### src/rtl/osc_phase_accum_if.sv
// osc_phase_accum_if: sweep control, pitch capture and phase stream of osc_phase_accum.
interface osc_phase_accum_if #(
    parameter int V_WIDTH  = 3,
    parameter int O_WIDTH  = 2,
    parameter int OE_WIDTH = 1,
    parameter int PHASE_W  = 32
);
    logic                                sample_tick;
    logic                                note_on;
    logic [V_WIDTH-1:0]                  cur_key_adr;
    logic [23:0]                         osc_pitch_val;
    logic [V_WIDTH+O_WIDTH+OE_WIDTH-1:0] xxxx;
    logic [PHASE_W-1:0]                  phase_out;
    logic [V_WIDTH+O_WIDTH-1:0]          phase_slot;
    logic                                phase_valid;
    logic                                sweep_busy;
    logic                                overrun;

    modport master (
        output sample_tick, note_on, cur_key_adr, osc_pitch_val,
        input  xxxx, phase_out, phase_slot, phase_valid, sweep_busy, overrun
    );

    modport slave (
        input  sample_tick, note_on, cur_key_adr, osc_pitch_val,
        output xxxx, phase_out, phase_slot, phase_valid, sweep_busy, overrun
    );
endinterface

### src/rtl/osc_phase_accum.sv
// osc_phase_accum: sweeps every voice x oscillator slot per sample_tick, captures the pitch increment
// after the pitch_control latency and streams the accumulated phase with per-voice hard key sync.
module osc_phase_accum #(
    parameter int VOICES    = 8,
    parameter int V_OSC     = 4,
    parameter int V_WIDTH   = 3,
    parameter int O_WIDTH   = 2,
    parameter int OE_WIDTH  = 1,
    parameter int PITCH_LAT = 2,
    parameter int PHASE_W   = 32
) (
    input logic              sCLK_XVXENVS,
    input logic              reset,
    osc_phase_accum_if.slave bus
);
    localparam int S_WIDTH = V_WIDTH + O_WIDTH;
    localparam int SLOTS   = VOICES * V_OSC;
    localparam int D_WIDTH = $clog2(PITCH_LAT + 2);

    typedef enum logic [1:0] {IDLE, ISSUE, DRAIN} state_t;

    state_t               state, state_nxt;
    logic [S_WIDTH-1:0]   cnt;
    logic [D_WIDTH-1:0]   dcnt;
    logic                 start, last;
    logic [S_WIDTH-1:0]   tag [PITCH_LAT];
    logic [PITCH_LAT-1:0] tag_v;
    logic [PHASE_W-1:0]   phase_ram [SLOTS];
    logic [VOICES-1:0]    sync_pend;
    logic                 sync_now;
    logic [S_WIDTH-1:0]   u_slot;
    logic [V_WIDTH-1:0]   u_voice;
    logic                 u_v, u_first, u_last, u_sync;
    logic [PHASE_W-1:0]   phase_new;
    logic [PHASE_W-1:0]   phase_out_q;
    logic [S_WIDTH-1:0]   phase_slot_q;
    logic                 phase_valid_q, overrun_q;

    assign start = state == IDLE && bus.sample_tick;
    assign last  = cnt == S_WIDTH'(SLOTS - 1);

    always_ff @(posedge sCLK_XVXENVS or posedge reset)
        if (reset) state <= IDLE;
        else state <= state_nxt;

    always_comb
        state_nxt = start ? ISSUE :
                    (state == ISSUE && last) ? DRAIN :
                    (state == DRAIN && dcnt == D_WIDTH'(PITCH_LAT)) ? IDLE : state;

    always_comb begin
        bus.sweep_busy = state != IDLE;
        bus.xxxx       = {cnt, OE_WIDTH'(0)};
    end

    // The tag line mirrors the pitch_control pipeline so each increment meets its own slot.
    always_ff @(posedge sCLK_XVXENVS or posedge reset)
        if (reset) begin
            cnt   <= '0;
            dcnt  <= '0;
            tag_v <= '0;
            for (int i = 0; i < PITCH_LAT; i++) tag[i] <= '0;
        end else begin
            cnt      <= start ? '0 : (state == ISSUE && !last) ? cnt + S_WIDTH'(1) : cnt;
            dcnt     <= state == DRAIN ? dcnt + D_WIDTH'(1) : '0;
            tag[0]   <= cnt;
            tag_v[0] <= state == ISSUE;
            for (int i = 1; i < PITCH_LAT; i++) begin
                tag[i]   <= tag[i-1];
                tag_v[i] <= tag_v[i-1];
            end
        end

    assign u_slot  = tag[PITCH_LAT-1];
    assign u_v     = tag_v[PITCH_LAT-1];
    assign u_voice = u_slot[S_WIDTH-1:O_WIDTH];
    assign u_first = u_slot[O_WIDTH-1:0] == '0;
    assign u_last  = u_slot[O_WIDTH-1:0] == O_WIDTH'(V_OSC - 1);
    // Later oscillators reuse the decision latched at oscillator 0 so a voice never half-syncs.
    assign u_sync    = u_first ? sync_pend[u_voice] : sync_now;
    assign phase_new = (u_sync ? '0 : phase_ram[u_slot]) + PHASE_W'(bus.osc_pitch_val);

    always_ff @(posedge sCLK_XVXENVS or posedge reset)
        if (reset) for (int i = 0; i < SLOTS; i++) phase_ram[i] <= '0;
        else if (u_v) phase_ram[u_slot] <= phase_new;

    always_ff @(posedge sCLK_XVXENVS or posedge reset)
        if (reset) begin
            sync_pend <= '0;
            sync_now  <= 1'b0;
        end else begin
            if (u_v && u_first) sync_now <= sync_pend[u_voice];
            for (int i = 0; i < VOICES; i++)
                if (bus.note_on && bus.cur_key_adr == V_WIDTH'(i)) sync_pend[i] <= 1'b1;
                else if (u_v && u_last && u_sync && u_voice == V_WIDTH'(i)) sync_pend[i] <= 1'b0;
        end

    always_ff @(posedge sCLK_XVXENVS or posedge reset)
        if (reset) begin
            phase_out_q   <= '0;
            phase_slot_q  <= '0;
            phase_valid_q <= 1'b0;
            overrun_q     <= 1'b0;
        end else begin
            phase_valid_q <= u_v;
            if (u_v) begin
                phase_out_q  <= phase_new;
                phase_slot_q <= u_slot;
            end
            if (bus.sample_tick && state != IDLE) overrun_q <= 1'b1;
        end

    assign bus.phase_out   = phase_out_q;
    assign bus.phase_slot  = phase_slot_q;
    assign bus.phase_valid = phase_valid_q;
    assign bus.overrun     = overrun_q;
endmodule

### src/flat_wrapper.sv
// flat-port wrapper written by rule: the top's interface ports become plain ports
module osc_phase_accum_flat 
#(
    parameter int VOICES    = 8,
    parameter int V_OSC     = 4,
    parameter int V_WIDTH   = 3,
    parameter int O_WIDTH   = 2,
    parameter int OE_WIDTH  = 1,
    parameter int PITCH_LAT = 2,
    parameter int PHASE_W   = 32
)
  (sCLK_XVXENVS, reset, bus_sample_tick, bus_note_on, bus_cur_key_adr, bus_osc_pitch_val, bus_xxxx, bus_phase_out, bus_phase_slot, bus_phase_valid, bus_sweep_busy, bus_overrun);
  osc_phase_accum_if #(.V_WIDTH(V_WIDTH), .O_WIDTH(O_WIDTH), .OE_WIDTH(OE_WIDTH), .PHASE_W(PHASE_W)) bus_i ();
  input logic sCLK_XVXENVS;
  input logic reset;
  input wire logic [$bits(bus_i.sample_tick)-1:0] bus_sample_tick;
  input wire logic [$bits(bus_i.note_on)-1:0] bus_note_on;
  input wire logic [$bits(bus_i.cur_key_adr)-1:0] bus_cur_key_adr;
  input wire logic [$bits(bus_i.osc_pitch_val)-1:0] bus_osc_pitch_val;
  output wire logic [$bits(bus_i.xxxx)-1:0] bus_xxxx;
  output wire logic [$bits(bus_i.phase_out)-1:0] bus_phase_out;
  output wire logic [$bits(bus_i.phase_slot)-1:0] bus_phase_slot;
  output wire logic [$bits(bus_i.phase_valid)-1:0] bus_phase_valid;
  output wire logic [$bits(bus_i.sweep_busy)-1:0] bus_sweep_busy;
  output wire logic [$bits(bus_i.overrun)-1:0] bus_overrun;
  assign bus_i.sample_tick = bus_sample_tick;
  assign bus_i.note_on = bus_note_on;
  assign bus_i.cur_key_adr = bus_cur_key_adr;
  assign bus_i.osc_pitch_val = bus_osc_pitch_val;
  assign bus_xxxx = bus_i.xxxx;
  assign bus_phase_out = bus_i.phase_out;
  assign bus_phase_slot = bus_i.phase_slot;
  assign bus_phase_valid = bus_i.phase_valid;
  assign bus_sweep_busy = bus_i.sweep_busy;
  assign bus_overrun = bus_i.overrun;
  osc_phase_accum #(.VOICES(VOICES), .V_OSC(V_OSC), .V_WIDTH(V_WIDTH), .O_WIDTH(O_WIDTH), .OE_WIDTH(OE_WIDTH), .PITCH_LAT(PITCH_LAT), .PHASE_W(PHASE_W)) u_core (.sCLK_XVXENVS(sCLK_XVXENVS), .reset(reset), .bus(bus_i));
endmodule
### config.mk
export PLATFORM = sky130hd
export DESIGN_NAME = osc_phase_accum_flat
export DESIGN_NICKNAME = d
export VERILOG_FILES = /design/src/rtl/osc_phase_accum_if.sv /design/src/rtl/osc_phase_accum.sv /design/src/flat_wrapper.sv
export SDC_FILE = /design/constraint.sdc
export NUM_CORES = 2
export LEC_CHECK = 0
export CAP_MARGIN = 20
export CORE_UTILIZATION = 59
export CTS_BUF_LIST = sky130_fd_sc_hd__clkbuf_4
export DETAILED_ROUTE_END_ITERATION = 7
export GPL_TIMING_DRIVEN = 0
export PLACE_DENSITY_LB_ADDON = 0.08
export SYNTH_ARGS = -nofsm -noshare
export SYNTH_HDL_FRONTEND = slang
export SYNTH_SLANG_ARGS = --single-unit
### constraint.sdc
create_clock -name sCLK_XVXENVS -period 37.2 [get_ports sCLK_XVXENVS]
set_input_delay 5.58 -clock sCLK_XVXENVS [delete_from_list [all_inputs] [get_ports sCLK_XVXENVS]]
set_output_delay 5.58 -clock sCLK_XVXENVS [all_outputs]
set_load 0.02 [all_outputs]
==> parameters.txt <==
Parameter                              Value

Status
  Result of the run ... complete, but fails checks
  Violations in the final reports ... design-rule violations

Setup path
  Internal reg-to-reg setup slack ... ~28 ns
  Worst Reg-to-Reg Cells ... 24
  Required @ worst endpoint ... ~38 ns
  Arr. time, crit path ... between 10 and 15 ns
  Origin of the critical flop-to-flop path ... u_core.u_slot[1]$_DFF_PP0_
  Critical path buffers and inverters ... 2
  Most Frequent Cell on Critical Path ... o21ai_0
  Sort of element at the end of the critical path ... register
  Cell type of the slowest stage on the worst timing path ... xor2_1
  Crit start category ... input port
  Kind of critical path ... in2reg
  Worst r2r dst ... u_core.phase_ram[604]$_DFFE_PP0P_
  Ordered list of cells on the worst path ... clkdlybuf4s50_1, ha_1, fa_1, a21oi_1, o21ai_0, a31oi_1, o21ai_0, a31o_2, a31o_2, nand2_1, xor2_1, clkbuf_1, o21ai_0
  Highest net fanout along the worst path ... 10
  Biggest cell delay along the critical path ... approximately 0.7 ns
  Delay-heaviest family, CP ... compound AO/OA/AOI/OAI gates

Detailed routing
  Average routed wire per standard cell ... approximately 27 µm
  Pre-Repair DR Iteration Count ... 8
  Vias per cell ... around 6.3
  Remaining antenna violation count ... 0
  Via count of the routed design ... roughly 38000
  First-iteration detailed-routing DRC count ... approximately 4200
  Total length of routed wires ... approximately 160000 µm
  DR DRC count ... 12

STA
  Worst Clk Skew ... 0.0818 ns
  Unrepaired setup endpoints after global routing ... false
  Number of pins exceeding their max-slew limit in the final report ... 0
  Endpoints failing hold ... 0
  Minimum clock period ... approximately 9.5 ns
  Period utilisation layout ... 0.254
  Maximum clock rate ... 106 MHz
  Transition time at the pin with the least slew margin ... 1.18 ns
  Relative slew margins ... 0.209
  Total Negative Setup Slacks ... 0 ns
  Total of endpoints with negative setup slack in the final report ... 0

Global route
  Wire length of the first global-routing pass ... 238000 µm
  GRT Overall Usage ... 0.396
  Via count of the first global-routing pass ... between 30000 and 40000
  Initial antenna violation count ... 3
  Pin count of the biggest net entering global routing ... ~130
  Overall overflow remaining after global route ... 0

Synth
  Post-Synthesis Cell Area ... about 48000 µm²
  Avg Cell Area, Syn ... 11.1 µm²
  Yosys synthesis warning count ... 0
  Synth Flop Type ... dfrtp_1
  Synthesized instance count ... around 4300
  Number of synthesized flops with an enable pin ... 0
  Number of nets produced by synthesis ... around 4400
  Share of the yosys chip area belonging to registers ... 0.567
  Number of storage elements in the synthesis netlist ... ~1100
  Unique cell type count in the Yosys netlist ... 66
  Share of synthesized registers carrying an async set or reset ... 1.00

CTS
  Number of sinks handled by clock tree synthesis ... ~1100
  Maximum root-to-sink buffer count ... 4
  CTS tree ... done
  Total CTS buffers ... 300
  Count of buffers added by post-CTS timing repair for setup ... 0
  Cts-stage hold buffer count ... 0
  Number of gates resized after cts ... 0
  Insertion delay to the later sink of the worst-skew pair ... approximately 1.2 ns
  Clock-pin slew reported for the worst setup and hold paths after clock tree synthesis ... approximately 0.06 ns
  Master cell of the clock root buffer ... clkbuf_4
  Maximum level of the CTS H-tree ... 5

Placed design
  Final HPWL DP ... roughly 120000 µm
  Port Buffers ... 75
  Last weighted congestion value of the routability-driven placer ... between 0.9 and 1

Floorplan
  Floorplan die area ... approximately 83000 µm²
  Effective utilization at floorplan ... 0.598
  Area of the core region ... 80700 µm²
  Row count ... ~100
  Die height ... 288 µm
  Width of the die ... about 290 µm
  I/O pins ... 77

Min path
  Hold-critical path depth ... 0
  Worst Hold Launch ... u_core.tag[8]$_DFF_PP0_
  Path type of the worst min-delay path ... reg2reg
  Min-Delay Endpoint ... u_core.u_slot[3]$_DFF_PP0_

Final layout
  Top library cells by usage in the layout, fill and taps aside ... 1093 x dfrtp_1, 1080 x nand2_1, 965 x o21ai_0
  Layout Nets ... 4786
  Footprint of the multi-input gates ... around 19000 µm²
  Share of layout cells above drive strength 1 ... 0.190
  Area growth from synthesis to final layout ... 12.2%
  Leading cell type in the layout, fill and taps excluded ... dfrtp_1
  Area taken by flip-flops and latches ... 27400 µm²
  Number of filler instances in the final layout ... approximately 6500

Run
  Maximum Capacitance Violations ... 0
through the flow:
step	setup WS [ns]	cells	hold WS, ns	utilization	area, µm²
after global routing	27.66	5965	0.353	0.671	54100
final	27.74	5967	0.336	0.671	54100
after detailed placement	26.70	5484	0.339	0.628	50700
after CTS	27.96	5955	0.325	0.671	54100
after floorplan	0.847	4335	0.331	-	48300
after global placement	-11.64	5470	0.332	0.624	50300
cells in the mapped netlist (all sizes together), types with 3 or more instances:
library cell | number | area [µm²]
o21bai | 3 | 22.5
a21o | 7 | 52.6
and3 | 8 | 50.1
a221oi | 10 | 93.8
or2 | 3 | 18.8
nor3 | 6 | 30.0
clkbuf | 314 | 1180
buf | 80 | 541
xor2 | 14 | 123
nand2b | 7 | 43.8
a211oi | 5 | 37.5
o22a | 3 | 26.3
nand4 | 5 | 31.3
nand3 | 9 | 45.0
nand2 | 1081 | 4060
and2 | 7 | 43.8
xnor2 | 16 | 166
a21oi | 56 | 284
mux4 | 277 | 6260
nor2b | 9 | 56.3
mux2 | 81 | 912
a31oi | 5 | 31.3
o21ai | 1028 | 5250
ha | 27 | 338
mux2i | 39 | 390
o2111ai | 5 | 43.8
inv | 13 | 48.8
o211ai | 7 | 52.6
nor2 | 66 | 248
o22ai | 5 | 31.3
a22oi | 19 | 143
dfrtp | 1093 | 27400
or3 | 3 | 23.8
layer usage:
layer | global-route usage | vias up | wire length, µm | part of all wire
met5 | 0 | - | 0 | 0
met4 | 0.176 | 0 | 6990 | 0.044
met3 | 0.116 | 378 | 17900 | 0.11
met2 | 0.576 | 2013 | 70500 | 0.44
met1 | 0.556 | 19190 | 63500 | 0.40
li1 | - | 16113 | - | -
registers in the layout, indices dropped and copies added, names as in the netlist:
name,cells
u_core.phase_ram,1024
u_core.bus.phase_out,32
u_core.sync_pend,8
u_core.bus.phase_slot,5
u_core.cnt,5
u_core.tag,5
u_core.u_slot,5
u_core.dcnt,2
u_core.state,2
u_core.tag_v,2
u_core.bus.overrun,1
u_core.bus.phase_valid,1
u_core.sync_now,1
worst max path at each step:
stage	startpoint	end	slack, ns	depth (start not counted)
floorplan	reset	u_core.bus.overrun$_DFFE_PP0P_	0.85	1
global placement	reset	u_core.phase_ram[58]$_DFFE_PP0P_	-11.64	2
detailed placement	bus_osc_pitch_val[0]	u_core.phase_ram[508]$_DFFE_PP0P_	26.70	13
CTS	bus_osc_pitch_val[0]	u_core.phase_ram[604]$_DFFE_PP0P_	27.96	13
global route	u_core.u_slot[1]$_DFF_PP0_	u_core.phase_ram[540]$_DFFE_PP0P_	27.66	24
finish	bus_osc_pitch_val[0]	u_core.phase_ram[604]$_DFFE_PP0P_	27.74	13
final cells by class:
type	count	area share
sequential	1093	0.505
clock buffer	427	0.0592
timing repair buffer	90	0.0198
clock inverter	44	0.00418
inverter	13	0.00104
multi-input combinational	2835	0.354
tap	1060	0.0245
buffer	394	0.0318
antenna	11	0.000508
logic make-up after synthesis:
logic type,count (synthesis),synth area share
compound gates,1169,0.129
xor+xnor,30,0.00599
fa+ha+maj,28,0.00741
buf+inv,407,0.0366
flops,1093,0.567
mux,397,0.157
other cells,1,0.0000777
simple gates,1210,0.0978
Power is not shown: default switching activity piles up to over one toggle a cycle in this logic, so the estimate is an artifact.
